[src/rtl/rv32_pkg.sv]
// Shared RV32 definitions for the fetch/decode boundary: opcodes, fixed
// instruction words and the IF/ID controller state encoding.
package rv32_pkg;

  localparam logic [6:0] OP_LUI    = 7'b0110111;
  localparam logic [6:0] OP_AUIPC  = 7'b0010111;
  localparam logic [6:0] OP_JAL    = 7'b1101111;
  localparam logic [6:0] OP_JALR   = 7'b1100111;
  localparam logic [6:0] OP_BRANCH = 7'b1100011;
  localparam logic [6:0] OP_LOAD   = 7'b0000011;
  localparam logic [6:0] OP_STORE  = 7'b0100011;
  localparam logic [6:0] OP_OPIMM  = 7'b0010011;
  localparam logic [6:0] OP_OP     = 7'b0110011;

  localparam logic [31:0] NOP_INSTR    = 32'h0000_0013;
  localparam logic [31:0] EBREAK_INSTR = 32'h0010_0073;

  typedef enum logic [0:0] {
    RUN    = 1'b0,
    HALTED = 1'b1
  } ctrl_state_t;

endpackage

[src/rtl/if_id_hazard_ctrl_src_usage_decode.sv]
// Maps an RV32 opcode to which register source fields the instruction reads.
module src_usage_decode
  import rv32_pkg::*;
(
  input  logic [6:0] opcode,
  output logic       uses_rs1,
  output logic       uses_rs2
);

  // Opcode to source-field usage; unknown opcodes never create a hazard.
  always_comb begin
    uses_rs1 = 1'b0;
    uses_rs2 = 1'b0;
    case (opcode)
      OP_JALR, OP_LOAD, OP_OPIMM: begin
        uses_rs1 = 1'b1;
        uses_rs2 = 1'b0;
      end
      OP_BRANCH, OP_STORE, OP_OP: begin
        uses_rs1 = 1'b1;
        uses_rs2 = 1'b1;
      end
      default: begin
        uses_rs1 = 1'b0;
        uses_rs2 = 1'b0;
      end
    endcase
  end

endmodule

[src/rtl/if_id_hazard_ctrl.sv]
// IF/ID pipeline register with load-use stall, EX redirect and EBREAK halt
// control, plus saturating stall/flush counters.
module if_id_hazard_ctrl
  import rv32_pkg::*;
#(
  parameter int CNT_W       = 16,
  parameter bit EBREAK_HALT = 1'b1
) (
  input  logic             clk,
  input  logic             reset,
  input  logic [31:0]      if_pc,
  input  logic [31:0]      if_instr,
  input  logic             ex_branch_taken,
  input  logic [31:0]      ex_branch_target,
  input  logic             ex_mem_read,
  input  logic [4:0]       ex_rd,
  output logic [31:0]      pc_plus_imm,
  output logic             pcSrc,
  output logic             pcWrite,
  output logic [31:0]      id_pc,
  output logic [31:0]      id_instr,
  output logic             id_valid,
  output logic             ex_bubble,
  output logic             halted,
  output logic [CNT_W-1:0] stall_count,
  output logic [CNT_W-1:0] flush_count
);

  localparam logic [CNT_W-1:0] CNT_MAX = {CNT_W{1'b1}};
  localparam logic [CNT_W-1:0] CNT_ONE = {{(CNT_W-1){1'b0}}, 1'b1};

  ctrl_state_t      state_r;
  logic [31:0]      id_pc_r;
  logic [31:0]      id_instr_r;
  logic             id_valid_r;
  logic [CNT_W-1:0] stall_count_r;
  logic [CNT_W-1:0] flush_count_r;

  logic uses_rs1_s;
  logic uses_rs2_s;
  logic hazard_s;
  logic is_ebreak_s;
  logic do_redirect_s;
  logic do_stall_s;
  logic do_halt_s;
  logic pc_write_s;
  logic pc_src_s;
  logic ex_bubble_s;
  logic [31:0] pc_plus_imm_s;

  src_usage_decode u_src_usage_decode (
    .opcode   (id_instr_r[6:0]),
    .uses_rs1 (uses_rs1_s),
    .uses_rs2 (uses_rs2_s)
  );

  assign hazard_s = id_valid_r & ex_mem_read & (ex_rd != 5'd0) &
                    ((uses_rs1_s & (id_instr_r[19:15] == ex_rd)) |
                     (uses_rs2_s & (id_instr_r[24:20] == ex_rd)));
  assign is_ebreak_s = EBREAK_HALT & id_valid_r & (id_instr_r == EBREAK_INSTR);

  // Prioritised fetch control; reset forces free-running fetch with no bubble.
  always_comb begin
    do_redirect_s = 1'b0;
    do_stall_s    = 1'b0;
    do_halt_s     = 1'b0;
    pc_write_s    = 1'b1;
    pc_src_s      = 1'b0;
    ex_bubble_s   = 1'b0;
    pc_plus_imm_s = 32'h0000_0000;
    if (reset) begin
      pc_write_s = 1'b1;
    end else if (state_r == HALTED) begin
      pc_write_s  = 1'b0;
      ex_bubble_s = 1'b1;
    end else if (ex_branch_taken) begin
      do_redirect_s = 1'b1;
      pc_src_s      = 1'b1;
      ex_bubble_s   = 1'b1;
      pc_plus_imm_s = ex_branch_target & 32'hFFFF_FFFE;
    end else if (hazard_s) begin
      do_stall_s  = 1'b1;
      pc_write_s  = 1'b0;
      ex_bubble_s = 1'b1;
    end else if (is_ebreak_s) begin
      do_halt_s   = 1'b1;
      pc_write_s  = 1'b0;
      ex_bubble_s = 1'b1;
    end else begin
      pc_write_s = 1'b1;
    end
  end

  // IF/ID register, run/halt state and saturating performance counters.
  always_ff @(posedge clk or posedge reset) begin
    if (reset) begin
      state_r       <= RUN;
      id_pc_r       <= 32'h0000_0000;
      id_instr_r    <= NOP_INSTR;
      id_valid_r    <= 1'b0;
      stall_count_r <= {CNT_W{1'b0}};
      flush_count_r <= {CNT_W{1'b0}};
    end else if (state_r == RUN) begin
      if (do_redirect_s) begin
        id_valid_r <= 1'b0;
        id_instr_r <= NOP_INSTR;
        if (flush_count_r != CNT_MAX) begin
          flush_count_r <= flush_count_r + CNT_ONE;
        end
      end else if (do_stall_s) begin
        if (stall_count_r != CNT_MAX) begin
          stall_count_r <= stall_count_r + CNT_ONE;
        end
      end else if (do_halt_s) begin
        state_r <= HALTED;
      end else begin
        id_pc_r    <= if_pc;
        id_instr_r <= if_instr;
        id_valid_r <= 1'b1;
      end
    end
  end

  assign pc_plus_imm = pc_plus_imm_s;
  assign pcSrc       = pc_src_s;
  assign pcWrite     = pc_write_s;
  assign ex_bubble   = ex_bubble_s;
  assign id_pc       = id_pc_r;
  assign id_instr    = id_instr_r;
  assign id_valid    = id_valid_r;
  assign halted      = (state_r == HALTED);
  assign stall_count = stall_count_r;
  assign flush_count = flush_count_r;

endmodule

[config.mk]
export PLATFORM = sky130hd
export DESIGN_NAME = if_id_hazard_ctrl
export DESIGN_NICKNAME = d
export VERILOG_FILES = /design/src/rtl/rv32_pkg.sv /design/src/rtl/if_id_hazard_ctrl_src_usage_decode.sv /design/src/rtl/if_id_hazard_ctrl.sv
export SDC_FILE = /design/constraint.sdc
export NUM_CORES = 1
export LEC_CHECK = 0
export BUFFER_PORTS_ARGS = -buffer_cell sky130_fd_sc_hd__clkbuf_2
export CORE_ASPECT_RATIO = 1.5
export CORE_MARGIN = 2
export CORE_UTILIZATION = 49
export DETAILED_ROUTE_END_ITERATION = 8
export HOLD_SLACK_MARGIN = 0.05
export PLACE_DENSITY = 0.86
export SLEW_MARGIN = 10
export SYNTH_ARGS = -nofsm -noshare
export SYNTH_HDL_FRONTEND = slang
export SYNTH_SLANG_ARGS = --single-unit
[constraint.sdc]
create_clock -name clk -period 9.4 [get_ports clk]
set_input_delay 1.88 -clock clk [delete_from_list [all_inputs] [get_ports clk]]
set_output_delay 1.88 -clock clk [all_outputs]
set_load 0.02 [all_outputs]
==> results.py, run 1 <==
metrics = {
    "global_route": {
        "grt_pass1_wl_mm": 17.9,
        "grtUsageTotal_pct": 23.8,
        "antenna_found_initial": 0,
        "grt_max_degree": 93,
        "first_global_vias": 3825,
        "overflow": 0,
    },
    "synthesis": {
        "synth_area_um2": 4440,
        "ys.flop_type": "dfrtp_1",
        "yosys_warnings": 0,
        "synth_edf_count": 0,
        "syn_inst": 357,
        "avgSynthCellArea_um2": 12.4,
        "synthArstFlopShare_pct": 100,
        "synth_seq_area_share_pct": 55.3,
        "yosysUniqueCellTypes": 51,
        "synth_nets": 464,
        "ys_ff_latch": 98,
    },
    "power": {
        "p_seq_share_pct": 46.2,
        "power_switching_share_pct": 28.2,
        "power_frac_comb_pct": 18.1,
        "power_density_nw_per_um2": 177,
        "pwr-share-clk_pct": 35.7,
        "vdd_drop_max_mv": 0.125,
        "switchingPower_mw": 0.300,
        "cellLeakagePower_nw": 3.11,
        "p_int_mw": 0.763,
    },
    "routing": {
        "highest_layer": "met4",
        "route.detailed.drc": 0,
        "wl_per_cell_um": 16.5,
        "m1WireLength_mm": 4.12,
        "routed_wl_mm": 11.6,
        "viasPerCell": 5.41,
        "drt_iter0_drc": 199,
        "wl_met3_mm": 1.02,
        "drtPass1Iterations": 4,
        "met2_length_mm": 6.18,
        "dr_total_vias": 3805,
        "ant_nets": 0,
    },
    "cts": {
        "clk_pin_slew_ps": 60,
        "numCtsBuffers": 9,
        "cts.sinks": 98,
        "clock_latency_ps": 340,
        "post_cts_buffers": 0,
        "ctsResizeCount": 0,
        "clockRootBuffer": "clkbuf_16",
        "cts_tree": "built",
        "holdBufCountCts": 0,
        "clock_path_buffers": 2,
        "ctsHtreeMaxLevel": 3,
    },
    "critical_path": {
        "worstSetupEndpointType": "primary output",
        "crit_path_end": "ex_bubble",
        "crit_slowest_cell": "nor4_2",
        "critPathKind": "input pin to primary output",
        "cp.arrival_ps": 3440,
        "max_stage_delay_ps": 360,
        "worst-endpoint-required_ps": 7520,
        "r2r-end": "stall_count[4]$_DFFE_PP0P_",
        "worstSetupStartpoint": "ex_rd[3]",
        "r2r-start": "id_instr[23]$_DFFE_PP0P_",
        "crit_fanout": 3,
        "crit_top_cell": "clkbuf_2",
        "r2r_setup_slack_ps": 6740,
        "path_cells": "clkbuf_2 > xor2_1 > nor4_2 > nand4_2 > a21oi_2 > nor4_1 > nor2_1 > clkbuf_2",
        "cp-start-kind": "input pin",
        "rr_worst_depth": 6,
    },
    "timing": {
        "max_freq_ghz": 0.188,
        "final_hold_viol_count": 0,
        "drv_slew": 0,
        "max_slew_margin_pct": 37.9,
        "period_needed_ps": 5320,
        "grt_setup_unrepaired": "false",
        "tightest_slew_ps": 932,
        "finClkSkew_ps": 8.83,
        "period_share_pct": 56.6,
        "setup_violations": 0,
        "setup_tns_ps": 0,
    },
    "run": {
        "max_cap_viol_count": 0,
    },
    "place": {
        "io_buffers": 235,
        "dp_cells": 687,
        "globalplace.congestion": 0.886,
        "dp_hpwl_mm": 8.89,
    },
    "final_layout": {
        "stdcell_count": 703,
        "area.growth.synth_to_final_pct": 34.9,
        "nets": 695,
        "layout_commonest_cell": "clkbuf_2",
        "antenna_cells": 0,
        "drive_gt1_share_pct": 50.1,
        "mostFrequentLayoutCells": "clkbuf_2, dfrtp_1, and2_1",
    },
    "floorplanning": {
        "start_util_pct": 50.3,
        "boundaryPins": 238,
        "die_x_um": 81.8,
        "dieArea_um2": 9860,
        "die_h_um": 121,
        "core_um2": 8830,
        "placementRows": 42,
    },
    "run_status": {
        "outcome": "finished, final reports clean",
    },
    "min_path": {
        "hp-class": "flip-flop to flip-flop",
        "worstHoldStart": "flush_count[9]$_DFFE_PP0P_",
    },
}
[stage by stage]
stage | power (mW) | util, % | hold WS, ps | cell area, um2 | setup slack [ps]
6_report | 1.06 | 67.9 | 488 | 5990 | 4080
5_1_grt | 1.11 | 67.9 | 515 | 5990 | 3960
4_1_cts | 1.08 | 67.8 | 490 | 5990 | 4100
3_5_place_dp | 0.694 | 64.3 | 481 | 5670 | 4120
3_3_place_gp | 0.686 | 64.3 | 467 | 5670 | 4160
2_1_floorplan | 0.607 | - | 525 | 4440 | 2200
[critical path, delay by kind of cell]
| family | cells | cell delay, ps |
|---|---|---|
| buffers and inverters | 2 | 280 |
| and+or+nand+nor | 4 | 790 |
| xor gates and xnor gates | 1 | 150 |
| AOI/OAI and AO/OA | 1 | 330 |
[layer usage]
layer	vias to the layer above	track usage (%)
met1	1806	26.9
met3	24	5.52
li1	1739	-
met5	-	0
met2	236	41.9
met4	0	10.2
[synth_stat cells, drive strengths merged, types with 2 or more instances]
cell type / number / area (um2)
a21oi: 4 / 23.8
ha: 2 / 25.0
o41ai: 2 / 36.3
buf: 10 / 71.3
dfstp: 3 / 78.8
nand2: 9 / 33.8
a22o: 28 / 246
a2bb2oi: 2 / 17.5
nand3: 14 / 70.1
a31oi: 2 / 12.5
nor4: 7 / 56.3
and2: 33 / 206
xor2: 13 / 114
or2: 2 / 12.5
mux2: 34 / 383
inv: 8 / 30.0
nor3: 4 / 25.0
and4: 3 / 26.3
nor2: 8 / 30.0
clkbuf: 7 / 30.0
nand4: 16 / 106
dfrtp: 95 / 2380
and3: 9 / 57.6
xnor2: 26 / 228
[worst min path at each step]
stage                                            end  slack, ps  depth (start not counted)
final                     flush_count[9]$_DFFE_PP0P_        490                          1
after global placement         id_pc[24]$_DFFE_PP0P_        470                          1
after CTS                 flush_count[9]$_DFFE_PP0P_        490                          1
after global routing         id_instr[1]$_DFFE_PP1P_        510                          1
after detailed placement  flush_count[9]$_DFFE_PP0P_        480                          1
after floorplan              id_instr[0]$_DFFE_PP1P_        520                          1
[state kept, by name, indices dropped and copies added, names as in the netlist]
signal,cells
id_instr,32
id_pc,32
halted,1
stall_count,16
id_valid,1
flush_count,16
[final cells by class]
type                    count  area (um2)
fillers                   676        2840
clock buffers              13         270
well taps                 110         138
repair buffers            237        1190
inverters                   8        32.5
clock inverters             3        46.3
multi-input cells         234        1860
flip-flops and latches     98        2460
[logic make-up (layout without fill, tap and decap cells)]
group                    after synthesis  after routing  synth area share, %
buffers and inverters                 25            261                 2.96
adder cells (fa/ha/maj)                2              2                0.563
AO/OA/AOI/OAI                         47             47                 9.60
multiplexers                          34             34                 8.62
other                                  1              1               0.0844
flip-flops                            98             98                 55.3
XOR/XNOR                              39             39                 7.69
AND/OR/NAND/NOR                      111            111                 15.2
[power by group through the flow]
stage	combinational (mW)	clock [mW]	sequential, mW
floorplan	0.0747	0	0.532
global placement	0.190	0	0.496
detailed placement	0.195	0	0.498
CTS	0.196	0.388	0.491
global route	0.210	0.406	0.496
finish	0.193	0.380	0.491
Note: power is estimated with default switching activity, not from simulation.
==> run 2: changes to the inputs <==
--- a/config.mk
+++ b/config.mk
@@ -8,10 +8,10 @@
 export BUFFER_PORTS_ARGS = -buffer_cell sky130_fd_sc_hd__clkbuf_2
 export CORE_ASPECT_RATIO = 1.5
 export CORE_MARGIN = 2
-export CORE_UTILIZATION = 49
+export CORE_UTILIZATION = 41
 export DETAILED_ROUTE_END_ITERATION = 8
 export HOLD_SLACK_MARGIN = 0.05
-export PLACE_DENSITY = 0.86
+export PLACE_DENSITY = 0.77
 export SLEW_MARGIN = 10
 export SYNTH_ARGS = -nofsm -noshare
 export SYNTH_HDL_FRONTEND = slang
==> constraint.sdc (replaced) <==
create_clock -name clk -period 4.5 [get_ports clk]
set_input_delay 0.9 -clock clk [delete_from_list [all_inputs] [get_ports clk]]
set_output_delay 0.9 -clock clk [all_outputs]
set_load 0.02 [all_outputs]
==> results.py, run 2 (same netlist as run 1, synthesis figures left out) <==
metrics = {
    "run_status": {
        "outcome": "finished, final reports clean",
    },
    "timing": {
        "max_slew_margin_pct": 39.7,
        "drv_slew": 0,
        "final_hold_viol_count": 0,
        "grt_setup_unrepaired": "false",
        "max_freq_ghz": 0.299,
        "tightest_slew_ps": 904,
        "setup_tns_ps": 0,
        "setup_violations": 0,
        "finClkSkew_ps": 10.5,
        "period_needed_ps": 3340,
        "period_share_pct": 74.3,
        "postLayoutSetupSlackWorst_ps": 1160,
    },
    "cts": {
        "clock_latency_ps": 340,
        "post_cts_buffers": 0,
        "ctsResizeCount": 0,
        "clock_path_buffers": 2,
        "clk_pin_slew_ps": 60,
        "cts.sinks": 98,
        "holdBufCountCts": 0,
        "clockRootBuffer": "clkbuf_16",
        "ctsHtreeMaxLevel": 3,
        "cts_tree": "built",
        "numCtsBuffers": 9,
    },
    "routing": {
        "dr_total_vias": 3753,
        "routed_wl_mm": 12.1,
        "wl_per_cell_um": 16.4,
        "route.detailed.drc": 0,
        "drtPass1Iterations": 4,
        "ant_nets": 0,
        "viasPerCell": 5.09,
        "drt_iter0_drc": 64,
    },
    "global_route": {
        "grt_max_degree": 65,
        "overflow": 0,
        "antenna_found_initial": 0,
        "grt_pass1_wl_mm": 18.8,
        "first_global_vias": 3837,
        "grtUsageTotal_pct": 20.7,
    },
    "critical_path": {
        "cp.arrival_ps": 2440,
        "crit_fanout": 3,
        "critPathKind": "input pin to primary output",
        "worst-endpoint-required_ps": 3600,
        "max_stage_delay_ps": 360,
        "path_cells": "clkbuf_2 > xor2_1 > nor4_2 > nand4_2 > a21oi_2 > nor4_1 > nor2_1 > clkbuf_2",
        "cp-start-kind": "input pin",
        "worstSetupEndpointType": "primary output",
        "worstSetupStartpoint": "ex_rd[3]",
        "cp_top_family": "simple AND/OR/NAND/NOR gates",
        "crit_slowest_cell": "nor4_2",
        "path_buf_inv": 2,
        "r2r-start": "id_instr[23]$_DFFE_PP0P_",
        "crit_top_cell": "clkbuf_2",
    },
    "floorplanning": {
        "die_x_um": 89.0,
        "die_h_um": 131,
        "core_um2": 10600,
        "placementRows": 46,
        "start_util_pct": 42.0,
        "dieArea_um2": 11700,
        "boundaryPins": 238,
    },
    "power": {
        "vdd_drop_max_mv": 0.286,
        "power_density_nw_per_um2": 360,
        "cellLeakagePower_nw": 3.09,
    },
    "place": {
        "globalplace.congestion": 0.918,
        "io_buffers": 235,
        "dp_hpwl_mm": 9.34,
        "pre_cts_ws_ps": 1120,
    },
    "final_layout": {
        "area.growth.synth_to_final_pct": 35.3,
        "multi_input_area_um2": 1860,
        "nFillCells": 967,
        "layout_commonest_cell": "clkbuf_2",
        "seq_area_um2": 2460,
        "drive_gt1_share_pct": 49.8,
        "nets": 696,
        "mostFrequentLayoutCells": "clkbuf_2, dfrtp_1, and2_1",
        "antenna_cells": 0,
    },
    "min_path": {
        "worstHoldStart": "id_pc[24]$_DFFE_PP0P_",
        "hp-class": "flip-flop to flip-flop",
    },
    "run": {
        "max_cap_viol_count": 0,
    },
}
run 2: cell count changes in the layout (fill, tap and decap cells not counted):
cell,delta
inv_6,-1
clkbuf_1,+2
clkbuf_8,-3
buf_4,+2
buf_6,-1
inv_4,-1
clkinvlp_4,+3
run 2: worst paths after layout:
check | end | slack, ps | cells after the start
max | ex_bubble | 1160 | 8
min | id_pc[24]$_DFFE_PP0P_ | 480 | 1
max reg2reg | stall_count[1]$_DFFE_PP0P_ | 1880 | 5
min reg2reg | id_pc[24]$_DFFE_PP0P_ | 480 | 1
max in group asynchronous | id_instr[28]$_DFFE_PP0P_ | 2650 | 4
min in group asynchronous | id_instr[3]$_DFFE_PP0P_ | 780 | 3
run 2: area by class of cell:
type | instances | area share, %
clock buffers | 12 | 3.93
clock inverters | 4 | 0.874
inverters | 8 | 0.562
multi-input cells | 234 | 30.9
flip-flops and latches | 98 | 40.8
well taps | 144 | 3.00
repair buffers | 238 | 19.9
run 2: routing by layer:
metal | vias to the layer above | global-route usage [%] | wire length (um)
met4 | 0 | 6.14 | 156
met2 | 179 | 37.4 | 6560
li1 | 1748 | - | -
met3 | 14 | 6.03 | 1000
met1 | 1812 | 22.6 | 4420
met5 | - | 0 | 0
run 2: worst reg2reg max path, stage by stage, from the launching register on:
cell	delay (ps)
dfrtp_1	430
xor2_1	200
nor4_2	360
nand4_2	220
a2111oi_4	900
mux2_2	410
run 2: where the power goes:
group	internal, mW	switching (mW)	total (mW)
registers	0.952	0.0703	1.02
logic	0.164	0.231	0.395
clock network	0.432	0.319	0.751
total	1.55	0.620	2.17
run 2: stage by stage:
stage / power, mW / hold slack, ps / cell area (um2) / instances / utilization (%)
2_1_floorplan: 1.27 / 525 / 4450 / 357 / -
3_3_place_gp: 1.42 / 469 / 5720 / 722 / 54.1
3_5_place_dp: 1.44 / 478 / 5720 / 722 / 54.1
4_1_cts: 2.19 / 492 / 6010 / 738 / 56.8
5_1_grt: 2.26 / 505 / 6010 / 738 / 56.8
6_report: 2.17 / 484 / 6010 / 738 / 56.8
